===== src/rtl/regfile_2r1w.sv =====
// ============================================================================
// Module      : regfile_2r1w
// Description : Two-read/one-write register file with registered reads and a
//               hardware clear engine. Optional macro REGFILE_BYPASS_EN turns
//               same-cycle read-after-write into write-first forwarding.
// Revision    : 1.0 - initial release
// ============================================================================
`default_nettype none

module regfile_2r1w #(
  parameter int DATA_W = 8,
  parameter int DEPTH  = 32,
  parameter int ADDR_W = 5
) (
  input  logic              clk,
  input  logic              rst_n,
  input  logic              cs_n,
  input  logic              we,
  input  logic [ADDR_W-1:0] waddr,
  input  logic [DATA_W-1:0] wdata,
  input  logic              re_a,
  input  logic [ADDR_W-1:0] raddr_a,
  input  logic              re_b,
  input  logic [ADDR_W-1:0] raddr_b,
  output logic [DATA_W-1:0] rdata_a,
  output logic [DATA_W-1:0] rdata_b,
  output logic              rvalid_a,
  output logic              rvalid_b,
  input  logic              clr,
  output logic              busy,
  output logic              addr_err
);

  localparam logic [ADDR_W:0]   c_depth = (ADDR_W+1)'(DEPTH);
  localparam logic [ADDR_W-1:0] c_last  = ADDR_W'(DEPTH - 1);

  typedef enum logic [0:0] {
    S_CLEAR = 1'b0,
    S_IDLE  = 1'b1
  } state_t;

  state_t              state_q, state_d;
  logic [ADDR_W-1:0]   cnt_q, cnt_d;
  logic [DATA_W-1:0]   rdata_a_q, rdata_b_q;
  logic                rvalid_a_q, rvalid_b_q;
  logic                addr_err_q;
  logic [DATA_W-1:0]   mem_q [DEPTH];

  logic                w_idle;
  logic                w_access;
  logic                w_wr_ok, w_ra_ok, w_rb_ok;
  logic                w_wr_user;
  logic                w_rd_a_en, w_rd_b_en;
  logic                w_err;
  logic                w_mem_we;
  logic [ADDR_W-1:0]   w_mem_addr;
  logic [DATA_W-1:0]   w_mem_wdata;
  logic [DATA_W-1:0]   w_rd_a_data, w_rd_b_data;

  // ---------------------------------------------------------------------------
  // Access qualification
  // ---------------------------------------------------------------------------
  assign w_idle    = (state_q == S_IDLE);
  assign w_access  = w_idle & ~cs_n;
  assign w_wr_ok   = ({1'b0, waddr}   < c_depth);
  assign w_ra_ok   = ({1'b0, raddr_a} < c_depth);
  assign w_rb_ok   = ({1'b0, raddr_b} < c_depth);
  assign w_wr_user = w_access & we   & w_wr_ok;
  assign w_rd_a_en = w_access & re_a & w_ra_ok;
  assign w_rd_b_en = w_access & re_b & w_rb_ok;
  assign w_err     = w_access & ((we   & ~w_wr_ok) |
                                 (re_a & ~w_ra_ok) |
                                 (re_b & ~w_rb_ok));

  // ---------------------------------------------------------------------------
  // Clear engine FSM
  // ---------------------------------------------------------------------------
  always_comb begin
    state_d = state_q;
    cnt_d   = cnt_q;
    case (state_q)
      S_CLEAR: begin
        cnt_d = cnt_q + 1'b1;
        if (cnt_q == c_last) begin
          state_d = S_IDLE;
          cnt_d   = '0;
        end
      end
      S_IDLE: begin
        if (clr) begin
          state_d = S_CLEAR;
          cnt_d   = '0;
        end
      end
      default: begin
        state_d = S_CLEAR;
        cnt_d   = '0;
      end
    endcase
  end

  // ---------------------------------------------------------------------------
  // Single array write port shared by the clear engine and the user
  // ---------------------------------------------------------------------------
  // rst_n gates the enable so the array keeps its contents while held in reset.
  always_comb begin
    w_mem_we    = 1'b0;
    w_mem_addr  = waddr;
    w_mem_wdata = wdata;
    if (rst_n) begin
      if (!w_idle) begin
        w_mem_we    = 1'b1;
        w_mem_addr  = cnt_q;
        w_mem_wdata = '0;
      end else if (w_wr_user) begin
        w_mem_we    = 1'b1;
      end
    end
  end

  always_ff @(posedge clk) begin
    if (w_mem_we) begin
      mem_q[w_mem_addr] <= w_mem_wdata;
    end
  end

  // ---------------------------------------------------------------------------
  // Read data selection
  // ---------------------------------------------------------------------------
  always_comb begin
    w_rd_a_data = mem_q[raddr_a];
    w_rd_b_data = mem_q[raddr_b];
`ifdef REGFILE_BYPASS_EN
    if (w_wr_user && (waddr == raddr_a)) begin
      w_rd_a_data = wdata;
    end
    if (w_wr_user && (waddr == raddr_b)) begin
      w_rd_b_data = wdata;
    end
`endif
  end

  // ---------------------------------------------------------------------------
  // State and output registers
  // ---------------------------------------------------------------------------
  always_ff @(posedge clk or negedge rst_n) begin
    if (!rst_n) begin
      state_q    <= S_CLEAR;
      cnt_q      <= '0;
      rdata_a_q  <= '0;
      rdata_b_q  <= '0;
      rvalid_a_q <= 1'b0;
      rvalid_b_q <= 1'b0;
      addr_err_q <= 1'b0;
    end else begin
      state_q    <= state_d;
      cnt_q      <= cnt_d;
      rvalid_a_q <= w_rd_a_en;
      rvalid_b_q <= w_rd_b_en;
      addr_err_q <= w_err;
      if (w_rd_a_en) begin
        rdata_a_q <= w_rd_a_data;
      end
      if (w_rd_b_en) begin
        rdata_b_q <= w_rd_b_data;
      end
    end
  end

  assign rdata_a  = rdata_a_q;
  assign rdata_b  = rdata_b_q;
  assign rvalid_a = rvalid_a_q;
  assign rvalid_b = rvalid_b_q;
  assign addr_err = addr_err_q;
  assign busy     = ~w_idle;

endmodule

`default_nettype wire

===== config.mk =====
export PLATFORM = sky130hd
export DESIGN_NAME = regfile_2r1w
export DESIGN_NICKNAME = d
export VERILOG_FILES = /design/src/rtl/regfile_2r1w.sv
export SDC_FILE = /design/constraint.sdc
export NUM_CORES = 1
export LEC_CHECK = 0
export CAP_MARGIN = 30
export CORE_MARGIN = 1
export CORE_UTILIZATION = 50
export CTS_BUF_LIST = sky130_fd_sc_hd__clkbuf_8 sky130_fd_sc_hd__clkbuf_16
export CTS_CLUSTER_SIZE = 14
export DETAILED_ROUTE_END_ITERATION = 8
export HOLD_SLACK_MARGIN = 0.08
export MAX_ROUTING_LAYER = met4
export PLACE_DENSITY = 0.67
export SYNTH_ARGS = -nofsm -noshare
export SYNTH_HDL_FRONTEND = slang
export SYNTH_SLANG_ARGS = --single-unit
export TNS_END_PERCENT = 5

===== constraint.sdc =====
create_clock -name clk -period 4.36 [get_ports clk]
set_input_delay 0.654 -clock clk [delete_from_list [all_inputs] [get_ports clk]]
set_output_delay 0.654 -clock clk [all_outputs]
set_load 0.005 [all_outputs]

==> results.sh <==
export IMPL_core_area_um2=26880
export IMPL_intPower_w=0.005134
export IMPL_critPathKind="register to register"
export IMPL_postRouteAntennaNets=0
export IMPL_crit_required_ns=4.54
export IMPL_wire_per_inst_um=27.10
export IMPL_async_flop_share_pct=8.571
export IMPL_drv_slew=0
export IMPL_start_util_pct=50.79
export IMPL_swShare_pct=25.93
export IMPL_p_seq_share_pct=47.9
export IMPL_htreeDepth=1
export IMPL_max_slew_margin_pct=29.01
export IMPL_hold_worst_slack_ns=0.4899
export IMPL_clock_path_buffers=3
export IMPL_worst_slew_pin_slew_ns=1.060
export IMPL_rsz0062_at_grt="no"
export IMPL_power_share_clock_pct=35.7
export IMPL_cts_root_buf="clkbuf_16"
export IMPL_synth_compound_area_share_pct=12.81
export IMPL_max_freq_mhz=317.5
export IMPL_timing_setup_tns_ns=0
export IMPL_synth_cell_area_um2=13650
export IMPL_dp_hpwl_um=23610
export IMPL_synth_fa_ha_area_share_pct=0.1833
export IMPL_p_comb_share_pct=16.4
export IMPL_fin_skew_ns=0.01845
export IMPL_clk_latency_ns=0.55
export IMPL_setup_viol=0
export IMPL_muxShareOfSynthArea_pct=19.00
export IMPL_diodes=0
export IMPL_maxCapViolations=0
export IMPL_drt_drc_violations_left=0
export IMPL_die_h_um=167.2
export IMPL_end_kind="register"
export IMPL_fin_nets=1005
export IMPL_grt_max_degree=46
export IMPL_grt_use_total_pct=26.74
export IMPL_vias=8598
export IMPL_post_dp_cell_area_um2=14390
export IMPL_crit_path_start_kind="register"
export IMPL_synth_top_area_share_pct=56.32
export IMPL_syn_nets=960
export IMPL_post_cts_buffers=0
export IMPL_drt_iter0_drc=835
export IMPL_finalPower_w=0.006932
export IMPL_p_leak_nw=5.772
export IMPL_grt_pass1_wl_um=53540
export IMPL_drive_gt1_share_pct=12.27
export IMPL_synth_xor_area_share_pct=0.1283
export IMPL_yosysSeqAreaShare_pct=60.71
export IMPL_finalHoldViolations=0
export IMPL_p_per_area_nw_per_um2=451.7
export IMPL_io_pins=50
export IMPL_synthCells=928
export IMPL_routed_via_density=6.440
export IMPL_arrival_ns=3.33
export IMPL_yosys_area_share_simple_pct=3.630
export IMPL_die_x_um=167.2
export IMPL_grt_overflow=0
export IMPL_dp_cells=1284
export IMPL_path_clk_slew_ns=0.06
export IMPL_syn2layout_area_growth_pct=12.44
export IMPL_drtPass1Iterations=5
export IMPL_cts_sinks=280
export IMPL_hold_path_class="register to register"
export IMPL_ctsHoldBuffers=0
export IMPL_period_share_pct=72.23
export IMPL_antenna_found_initial=0
export IMPL_cts_tree="done"
export IMPL_wl_um=36180
export IMPL_io_buffer_count=48
export IMPL_row_count=60
export IMPL_netlist_cell_type_count=44
export IMPL_numCtsBuffers=28
export IMPL_syn_avg_cell_area_um2=14.71
export IMPL_fill_cells=2166
export IMPL_yosys_top_cells_area="edfxtp_1, mux2i_1, dfrtp_1, a22oi_1, a22o_1"
export IMPL_grt_pass1_vias=8530
export IMPL_yosys_area_top_type="edfxtp_1"
export IMPL_synth_seq_cells=280
export IMPL_routabilityCongestion=0.8627
export IMPL_status="completed"
export IMPL_critPathMaxFanout=19
export IMPL_yosysWarnings=0
export IMPL_p_sw_w=0.001798
export IMPL_final_cells=1335
export IMPL_synth_top_family_by_area="multiplexers"
export IMPL_stdcell_area_um2=15350
export IMPL_fin_crit_ns=3.149
export IMPL_synth_edf_count=256
export IMPL_die_area_um2=27970
export IMPL_synth_ff_type="edfxtp_1"
export IMPL_vdd_drop_max_uv=300.9
export IMPL_cts_resized_gates=0
[Yosys cell counts, types with 3 or more instances]
| cell type | count |
|---|---|
| nand3_1 | 3 |
| o21ai_0 | 6 |
| a22oi_1 | 64 |
| a221oi_2 | 17 |
| mux2i_1 | 258 |
| buf_12 | 5 |
| o2bb2ai_1 | 3 |
| clkbuf_1 | 27 |
| nand3b_1 | 3 |
| o22ai_1 | 16 |
| edfxtp_1 | 256 |
| nor2_1 | 38 |
| dfrtp_1 | 24 |
| inv_1 | 3 |
| o41ai_2 | 16 |
| buf_6 | 3 |
| a221oi_1 | 15 |
| a21oi_1 | 33 |
| a22o_1 | 32 |
| buf_2 | 7 |
| buf_4 | 18 |
| nor2b_1 | 4 |
| nand2_1 | 36 |
| and2_1 | 10 |
| nand2b_1 | 7 |
[routing by layer]
metal	vias to the layer above	share of wire (%)	track usage (%)
li1	3796	-	-
met1	4398	42	35.75
met2	330	48	42.61
met3	74	6.1	2.907
met5	-	0	-
met4	0	3.6	9.613
[cell families after synthesis]
family          Yosys count
fa+ha+maj                 2
simple gates            108
buf+inv                  71
mux                     259
flops                   280
xor+xnor                  2
compound gates          205
other cells               1
[through the flow]
step / utilization (%) / worst slack, ns
after floorplan: - / 2.152
after global placement: 53.55 / 0.8944
after detailed placement: 53.55 / 0.7984
after CTS: 57.11 / 1.206
after global routing: 57.11 / 0.9621
final: 57.11 / 1.211
[state kept, by name, indices dropped and copies added (netlist names)]
| name | cells |
|---|---|
| mem_q | 256 |
| rdata_a | 8 |
| rdata_b | 8 |
| cnt_q | 5 |
| rvalid_a | 1 |
| rvalid_b | 1 |
| state_q | 1 |
[critical path: stages (launching register included)]
cell and delay (ns):
dfrtp_1 0.57, nand2b_1 0.53, mux2i_1 0.35, nand3_1 0.48
nor2_1 0.83
[final cells by class]
type | instances | area [um^2] | area share (%)
Tap cell | 341 | 426.7 | 2.780
Clock inverter | 19 | 200.2 | 1.304
Multi-Input combinational cell | 577 | 4900 | 31.92
Inverter | 4 | 15.01 | 0.09782
Clock buffer | 32 | 755.7 | 4.924
Sequential cell | 280 | 8288 | 54.00
Timing Repair Buffer | 82 | 763.2 | 4.973
[power by group through the flow]
| stage | clock, W | sequential (W) | combinational, W |
|---|---|---|---|
| after floorplan | 0 | 0.00332 | 0.000677 |
| after global placement | 0 | 0.00337 | 0.00112 |
| after detailed placement | 0 | 0.00338 | 0.00113 |
| after CTS | 0.00248 | 0.00332 | 0.00114 |
| after global routing | 0.00260 | 0.00334 | 0.00122 |
| final | 0.00247 | 0.00332 | 0.00114 |
[path summary, 6_finish.rpt]
check	start	to	slack, ns	depth (start not counted)
worst max register to register	state_q	mem_q[26][5]	1.21	4
max in group asynchronous	rst_n	rdata_b[4]	3.52	2
worst min register to register	rdata_a[6]	rdata_a[6]	0.49	2
worst max-delay path	state_q	mem_q[26][5]	1.21	4
worst min-delay path	rdata_a[6]	rdata_a[6]	0.49	2
min in group asynchronous	rst_n	cnt_q[0]	0.53	2
[layout by cell type (no fill, tap or decap), drive strengths merged, types with 4 or more instances in the layout]
cell type      instances
clkdlybuf4s50         46
o22ai                 16
a21oi                 33
nand2                 36
nand2b                 7
bufinv                 4
clkbuf                32
a22oi                 64
nor2b                  4
clkinv                 9
o41ai                 16
and2                  10
buf                   36
a221oi                32
inv                   10
edfxtp               256
o21ai                  7
dfrtp                 24
nor2                  38
mux2i                258
a22o                  32
(Power assumes the default switching activity.)
